$ cat src/rtl/pet_bus_pkg.sv
// pet_bus_pkg: shared bus widths, Pi window timing and responder state encoding
// Contents: ADDR_WIDTH/DATA_WIDTH defaults, PI_WINDOW_LEN/FRAME_LEN frame constants, state_t.
package pet_bus_pkg;
  localparam int ADDR_WIDTH = 17;
  localparam int DATA_WIDTH = 8;
  localparam int PI_WINDOW_LEN = 2;
  localparam int FRAME_LEN = 16;
  typedef enum logic [1:0] {IDLE, PENDING, ACTIVE} state_t;
endpackage

$ cat src/rtl/pi_bus_responder_if.sv
// pi_bus_responder_if: Pi request handshake, Pi window timing and SRAM pin bundle
// master: request source, timing generator and SRAM side; slave: the responder.
// Signals: pi_select/pi_strobe window, req_* request handshake, done/rd_data completion, ram_* SRAM pins.
interface pi_bus_responder_if
  import pet_bus_pkg::*;
#(
  parameter int AW = ADDR_WIDTH,
  parameter int DW = DATA_WIDTH
);
  logic pi_select, pi_strobe;
  logic req_valid, req_ready, req_we;
  logic [AW-1:0] req_addr;
  logic [DW-1:0] req_wr_data;
  logic done;
  logic [DW-1:0] rd_data;
  logic [AW-1:0] ram_addr;
  logic [DW-1:0] ram_data_out, ram_data_in;
  logic ram_data_oe, ram_ce_n, ram_oe_n, ram_we_n;
  modport master (
    output pi_select, pi_strobe, req_valid, req_we, req_addr, req_wr_data, ram_data_in,
    input req_ready, done, rd_data, ram_addr, ram_data_out, ram_data_oe, ram_ce_n, ram_oe_n, ram_we_n
  );
  modport slave (
    input pi_select, pi_strobe, req_valid, req_we, req_addr, req_wr_data, ram_data_in,
    output req_ready, done, rd_data, ram_addr, ram_data_out, ram_data_oe, ram_ce_n, ram_oe_n, ram_we_n
  );
endinterface

$ cat src/rtl/pi_bus_responder.sv
// pi_bus_responder: holds one Pi SRAM request and performs it in the next Pi window of the bus frame
// Ports: clk16 system clock, reset_n sync active-low reset, bus (slave modport) carrying
// the request handshake, Pi window timing, completion pulse/read data and SRAM pins.
module pi_bus_responder
  import pet_bus_pkg::*;
#(
  parameter int ADDR_WIDTH = pet_bus_pkg::ADDR_WIDTH,
  parameter int DATA_WIDTH = pet_bus_pkg::DATA_WIDTH
) (
  input logic clk16,
  input logic reset_n,
  pi_bus_responder_if.slave bus
);
  state_t state_q, state_d;
  logic select_q, we_q, done_q;
  logic [ADDR_WIDTH-1:0] addr_q;
  logic [DATA_WIDTH-1:0] wr_data_q, rd_data_q;
  logic window_start, accept, capture, grant, drive;
  always_comb begin
    window_start = bus.pi_select & ~select_q;
    accept = state_q == IDLE && bus.req_valid;
    // second select cycle is where read data is valid and the write pulse has ended
    capture = state_q == ACTIVE && bus.pi_select && !bus.pi_strobe;
    // the window's first cycle is already ours while still PENDING, so the strobe cycle is driven
    grant = (state_q == PENDING && window_start) || state_q == ACTIVE;
    drive = grant && bus.pi_select;
    state_d = state_q == IDLE    ? (accept ? PENDING : IDLE) :
              state_q == PENDING ? (window_start ? ACTIVE : PENDING) :
              state_q == ACTIVE  ? (!bus.pi_select ? PENDING : capture ? IDLE : ACTIVE) :
                                   IDLE;
  end
  always_ff @(posedge clk16) begin
    if (!reset_n) begin
      state_q <= IDLE;
      select_q <= 1'b0;
      we_q <= 1'b0;
      addr_q <= '0;
      wr_data_q <= '0;
      rd_data_q <= '0;
      done_q <= 1'b0;
    end else begin
      state_q <= state_d;
      select_q <= bus.pi_select;
      done_q <= capture;
      if (accept) begin
        we_q <= bus.req_we;
        addr_q <= bus.req_addr;
        wr_data_q <= bus.req_wr_data;
      end
      if (capture && !we_q) rd_data_q <= bus.ram_data_in;
    end
  end
  assign bus.req_ready = state_q == IDLE;
  assign bus.done = done_q;
  assign bus.rd_data = rd_data_q;
  assign bus.ram_addr = addr_q;
  assign bus.ram_data_out = wr_data_q;
  assign bus.ram_ce_n = ~drive;
  assign bus.ram_oe_n = ~(drive && !we_q);
  assign bus.ram_we_n = ~(drive && we_q && bus.pi_strobe);
  assign bus.ram_data_oe = drive && we_q;
endmodule

$ cat src/flat_wrapper.sv
// flat-port wrapper written by rule: the top's interface ports become plain ports
module pi_bus_responder_flat import pet_bus_pkg::*;
#(
  parameter int ADDR_WIDTH = pet_bus_pkg::ADDR_WIDTH,
  parameter int DATA_WIDTH = pet_bus_pkg::DATA_WIDTH
)
  (clk16, reset_n, bus_pi_select, bus_pi_strobe, bus_req_valid, bus_req_we, bus_req_addr, bus_req_wr_data, bus_ram_data_in, bus_req_ready, bus_done, bus_rd_data, bus_ram_addr, bus_ram_data_out, bus_ram_data_oe, bus_ram_ce_n, bus_ram_oe_n, bus_ram_we_n);
  pi_bus_responder_if bus_i ();
  input logic clk16;
  input logic reset_n;
  input wire logic [$bits(bus_i.pi_select)-1:0] bus_pi_select;
  input wire logic [$bits(bus_i.pi_strobe)-1:0] bus_pi_strobe;
  input wire logic [$bits(bus_i.req_valid)-1:0] bus_req_valid;
  input wire logic [$bits(bus_i.req_we)-1:0] bus_req_we;
  input wire logic [$bits(bus_i.req_addr)-1:0] bus_req_addr;
  input wire logic [$bits(bus_i.req_wr_data)-1:0] bus_req_wr_data;
  input wire logic [$bits(bus_i.ram_data_in)-1:0] bus_ram_data_in;
  output wire logic [$bits(bus_i.req_ready)-1:0] bus_req_ready;
  output wire logic [$bits(bus_i.done)-1:0] bus_done;
  output wire logic [$bits(bus_i.rd_data)-1:0] bus_rd_data;
  output wire logic [$bits(bus_i.ram_addr)-1:0] bus_ram_addr;
  output wire logic [$bits(bus_i.ram_data_out)-1:0] bus_ram_data_out;
  output wire logic [$bits(bus_i.ram_data_oe)-1:0] bus_ram_data_oe;
  output wire logic [$bits(bus_i.ram_ce_n)-1:0] bus_ram_ce_n;
  output wire logic [$bits(bus_i.ram_oe_n)-1:0] bus_ram_oe_n;
  output wire logic [$bits(bus_i.ram_we_n)-1:0] bus_ram_we_n;
  assign bus_i.pi_select = bus_pi_select;
  assign bus_i.pi_strobe = bus_pi_strobe;
  assign bus_i.req_valid = bus_req_valid;
  assign bus_i.req_we = bus_req_we;
  assign bus_i.req_addr = bus_req_addr;
  assign bus_i.req_wr_data = bus_req_wr_data;
  assign bus_i.ram_data_in = bus_ram_data_in;
  assign bus_req_ready = bus_i.req_ready;
  assign bus_done = bus_i.done;
  assign bus_rd_data = bus_i.rd_data;
  assign bus_ram_addr = bus_i.ram_addr;
  assign bus_ram_data_out = bus_i.ram_data_out;
  assign bus_ram_data_oe = bus_i.ram_data_oe;
  assign bus_ram_ce_n = bus_i.ram_ce_n;
  assign bus_ram_oe_n = bus_i.ram_oe_n;
  assign bus_ram_we_n = bus_i.ram_we_n;
  pi_bus_responder #(.ADDR_WIDTH(ADDR_WIDTH), .DATA_WIDTH(DATA_WIDTH)) u_core (.clk16(clk16), .reset_n(reset_n), .bus(bus_i));
endmodule
$ cat config.mk
export PLATFORM = sky130hd
export DESIGN_NAME = pi_bus_responder_flat
export DESIGN_NICKNAME = d
export VERILOG_FILES = /design/src/rtl/pet_bus_pkg.sv /design/src/rtl/pi_bus_responder_if.sv /design/src/rtl/pi_bus_responder.sv /design/src/flat_wrapper.sv
export SDC_FILE = /design/constraint.sdc
export NUM_CORES = 1
export LEC_CHECK = 0
export BUFFER_PORTS_ARGS = -buffer_cell sky130_fd_sc_hd__buf_2
export CAP_MARGIN = 20
export CORE_MARGIN = 3
export CORE_UTILIZATION = 45
export DETAILED_ROUTE_END_ITERATION = 10
export GPL_ROUTABILITY_DRIVEN = 0
export GPL_TIMING_DRIVEN = 0
export PLACE_DENSITY = 0.77
export SETUP_SLACK_MARGIN = 0.1
export SYNTH_ARGS = -nofsm -noshare
export SYNTH_HDL_FRONTEND = slang
export SYNTH_SLANG_ARGS = --single-unit
export TNS_END_PERCENT = 50
$ cat constraint.sdc
create_clock -name clk16 -period 3.3 [get_ports clk16]
set_clock_uncertainty 0.05 [all_clocks]
set_input_delay 0.33 -clock clk16 [delete_from_list [all_inputs] [get_ports clk16]]
set_output_delay 0.33 -clock clk16 [all_outputs]
set_load 0.02 [all_outputs]
==> results list <==
- The via count of the first global-routing pass is 1297.
- Router iterations before antenna repair: 3
- The floorplan has 20 rows.
- Data arrives at the worst endpoint at 1570 ps.
- The worst setup path is captured at an output port.
- # diodes: 0
- Vertical die dimension: 64.29 um
- Post-Synthesis Net Count: 214
* Adder-cell area share of the yosys netlist: 0%
- Pwr Density: 443.1 nW/um^2
- In this run the horizontal extent of the chip is 64.29 um.
- For this run, design rule violations remaining after detail routing come to 0.
- The detailed router placed 1383 vias in this run.
* H-tree depth: 2
- First-iteration detailed-routing DRC count: 30
- NumNets Final: 297
* Multiplexer fraction of the synthesized cell area: 5.237%
- Post-synthesis simple-gate area fraction: 23.73%
- Worst stage delay on the critical path: 310 ps
- Seq/Total Area, Yosys: 49.75%
- For this run, the number of Yosys warnings is 0.
- The number of antenna violations at the first check in global routing was 0.
- Final count of hold timing violations: 0
- Critical path's top delay family: simple AND/OR/NAND/NOR gates
- Yosys mapped the design onto 23 distinct sky130hd cell types.
- Hold timing on the final database bottoms out at a slack of 141.3 ps.
- List of cells traversed by the critical path: buf_4, nor3b_1, o21ai_1, nand2b_1, buf_2
- FMAX: 513.5 MHz
- In the global route stage, overall resource usage came out at 16.60%.
* Slew at the pin closest to its max-slew limit: 397.7 ps
- Global routing finished with a remaining overflow of 0.
* Fraction of the mapped netlist area in compound gates: 14.65%
* Setup Crit Path Kind: reg -> out
- The number of pins with negative max-slew slack in the final report came to 0.
- Worst IR Drop VDD: 0.2449 mV
- Initial core utilization: 48.49%
* Startpoint class of the critical path: register
- Final TNS setup: 0 ps
* Tcrit/Tclk final: 59.02%
* Vias per inst: 4.595
* Leak: 0.9546 nW
- Proportion of layout cells with a drive suffix above 1: 35.80%
* Number of buffers inserted by port buffering: 76
- The slowest stage of the critical path is the sky130_fd_sc_hd__dfxtp_1 cell.
- Headroom to the max-slew limit: 73.49%
- The area growth from synthesis to layout is 31.83%.
- Post-CTS clock slew at the launch and capture registers of the worst setup and hold paths: 100 ps
- In this run the worst hold path is classified as in -> reg.
* Number of antenna-violating nets in the routed design: 0
- Number of setup violations in the final report: 0
* Max-capacitance violation count: 0
* Post-placement setup slack: 1721 ps
- Synth Cell Area: 1529 sq um
- Post-CTS timing repair inserted 0 buffers for setup.
- Required time of the critical path: 2920 ps
- Commonest non-fill, non-tap cell in the layout: sky130_fd_sc_hd__buf_2
- After synthesis, the largest family of logic cells by area is simple AND/OR/NAND/NOR gates.
* CTS Hold Buffers Added: 0
- Synthesis produced a netlist whose cell count is 175.
- The tree is rooted in a sky130_fd_sc_hd__clkbuf_4.
- Top fanout value on the critical path: 9
- Once routing completed, OpenROAD measured the worst setup slack at 1353 ps.
- Number of buffers created by CTS: 5
- CTS tree: built
- DP HPWL: 2468 um
- The clock passes through at most 2 buffers.
- Die area: 4133 sq um
- For the finished layout, the period the worst path requires is 1947 ps.
- The core region is 3153 sq um.
- In this run the mean area of a mapped cell was 8.737 sq um.
- 78 I/O pins were placed.
- Fill cells: 318
- The first global-routing pass estimated 5402 um of wire.
* Setup repair after global routing missed its margin: false
- In the layout the commonest cells are 76 x sky130_fd_sc_hd__buf_2, 69 x sky130_fd_sc_hd__nand2_1, 38 x sky130_fd_sc_hd__dfxtp_1.
- Dividing the detail-routed wire length by the instance count gives 10.66 um.
* Post-synthesis xor/xnor area fraction: 0%
- For this block, the routed nets add up to 3209 um of wire.
- Clock network latency to the later pin of the worst-skew pair: 340 ps
- Clock tree synthesis found a total of 38 sinks.
- Entering global routing, the biggest net connects 11 pins.
* Buffer and inverter count on the worst path: 2
* Result of the run: completed
- Counting flops and latches in the post-synthesis netlist gives 38.
- The number of gates resized after CTS was 0.
## power by group
| group | internal [W] | switching, W |
|---|---|---|
| sequential | 0.000482 | 0.0000108 |
| combinational | 0.0000713 | 0.0000930 |
| clock | 0.0000960 | 0.000140 |
## per-layer routing
layer / GRT usage [%] / part of all wire, % / up-vias
met1: 19.65 / 45 / 598
met4: 9.235 / 2.1 / 0
met5: 0 / 0 / -
met2: 26.68 / 44 / 50
met3: 4.921 / 8.8 / 7
li1: - / - / 728
## worst reg2reg max path, cell delays in order (launching register included)
cell                       delay [ps]
sky130_fd_sc_hd__dfxtp_1          310
sky130_fd_sc_hd__buf_4            160
sky130_fd_sc_hd__or3b_1           360
sky130_fd_sc_hd__buf_6            150
sky130_fd_sc_hd__buf_6            130
sky130_fd_sc_hd__nand2_1           60
sky130_fd_sc_hd__a21boi_1          60
## synth_stat cells, drive strengths merged
library cell  count  area [sq um]
inv               2         7.510
nand2            69         259.0
mux2i             8         80.08
buf               8         75.07
nor3              2         10.01
a21boi           26         195.2
nor4b             1         8.760
dfxtp            38         760.7
o21ai             2         10.00
a21oi             2         10.01
nor2b             2         12.51
o2111ai           1         8.760
clkbuf            5         18.77
or3b              1         8.760
nor3b             2         26.28
nor2              3         11.26
nand2b            2         20.02
and3              1         6.260
## registers in the layout, summed over array words and instances (netlist names)
register and count:
u_core.select_q 1, u_core.state_q 2, u_core.bus.ram_data_out 8, u_core.we_q 1
u_core.bus.done 1, u_core.bus.ram_addr 17, u_core.bus.rd_data 8
## path summary, 6_finish.rpt
path	to	start	cells after the start	slack [ps]
min reg2reg	u_core.bus.ram_addr[10]	u_core.bus.ram_addr[10]	2	400
max reg2reg	u_core.bus.ram_addr[11]	u_core.state_q[1]	6	1900
max	bus_ram_oe_n	u_core.state_q[1]	5	1350
min	u_core.bus.done	bus_pi_strobe	2	140
## through the flow
step	utilization [%]	instances	total power [W]	cell area (sq um)
after floorplan	-	175	0.0006094	1529
after global placement	62.30	295	0.0006692	1964
after detailed placement	62.30	295	0.0006714	1964
after CTS	63.93	301	0.0009021	2016
after global routing	63.93	301	0.0009374	2016
final	63.93	301	0.0008931	2016
## area by class of cell
cell class	count	area [sq um]	share of cell area (%)
buffer	13	93.84	4.656
clock buffer	6	51.30	2.545
inverter	2	7.507	0.3724
multi-input combinational	122	666.9	33.09
sequential	38	760.7	37.74
tap	44	55.05	2.731
timing repair buffer	76	380.4	18.87
## cells by family after synthesis
kind of cell | Yosys count
simple gates | 83
compound gates | 31
buf+inv | 15
flops | 38
mux | 8
No activity file was read; power rests on OpenSTA's default activity.
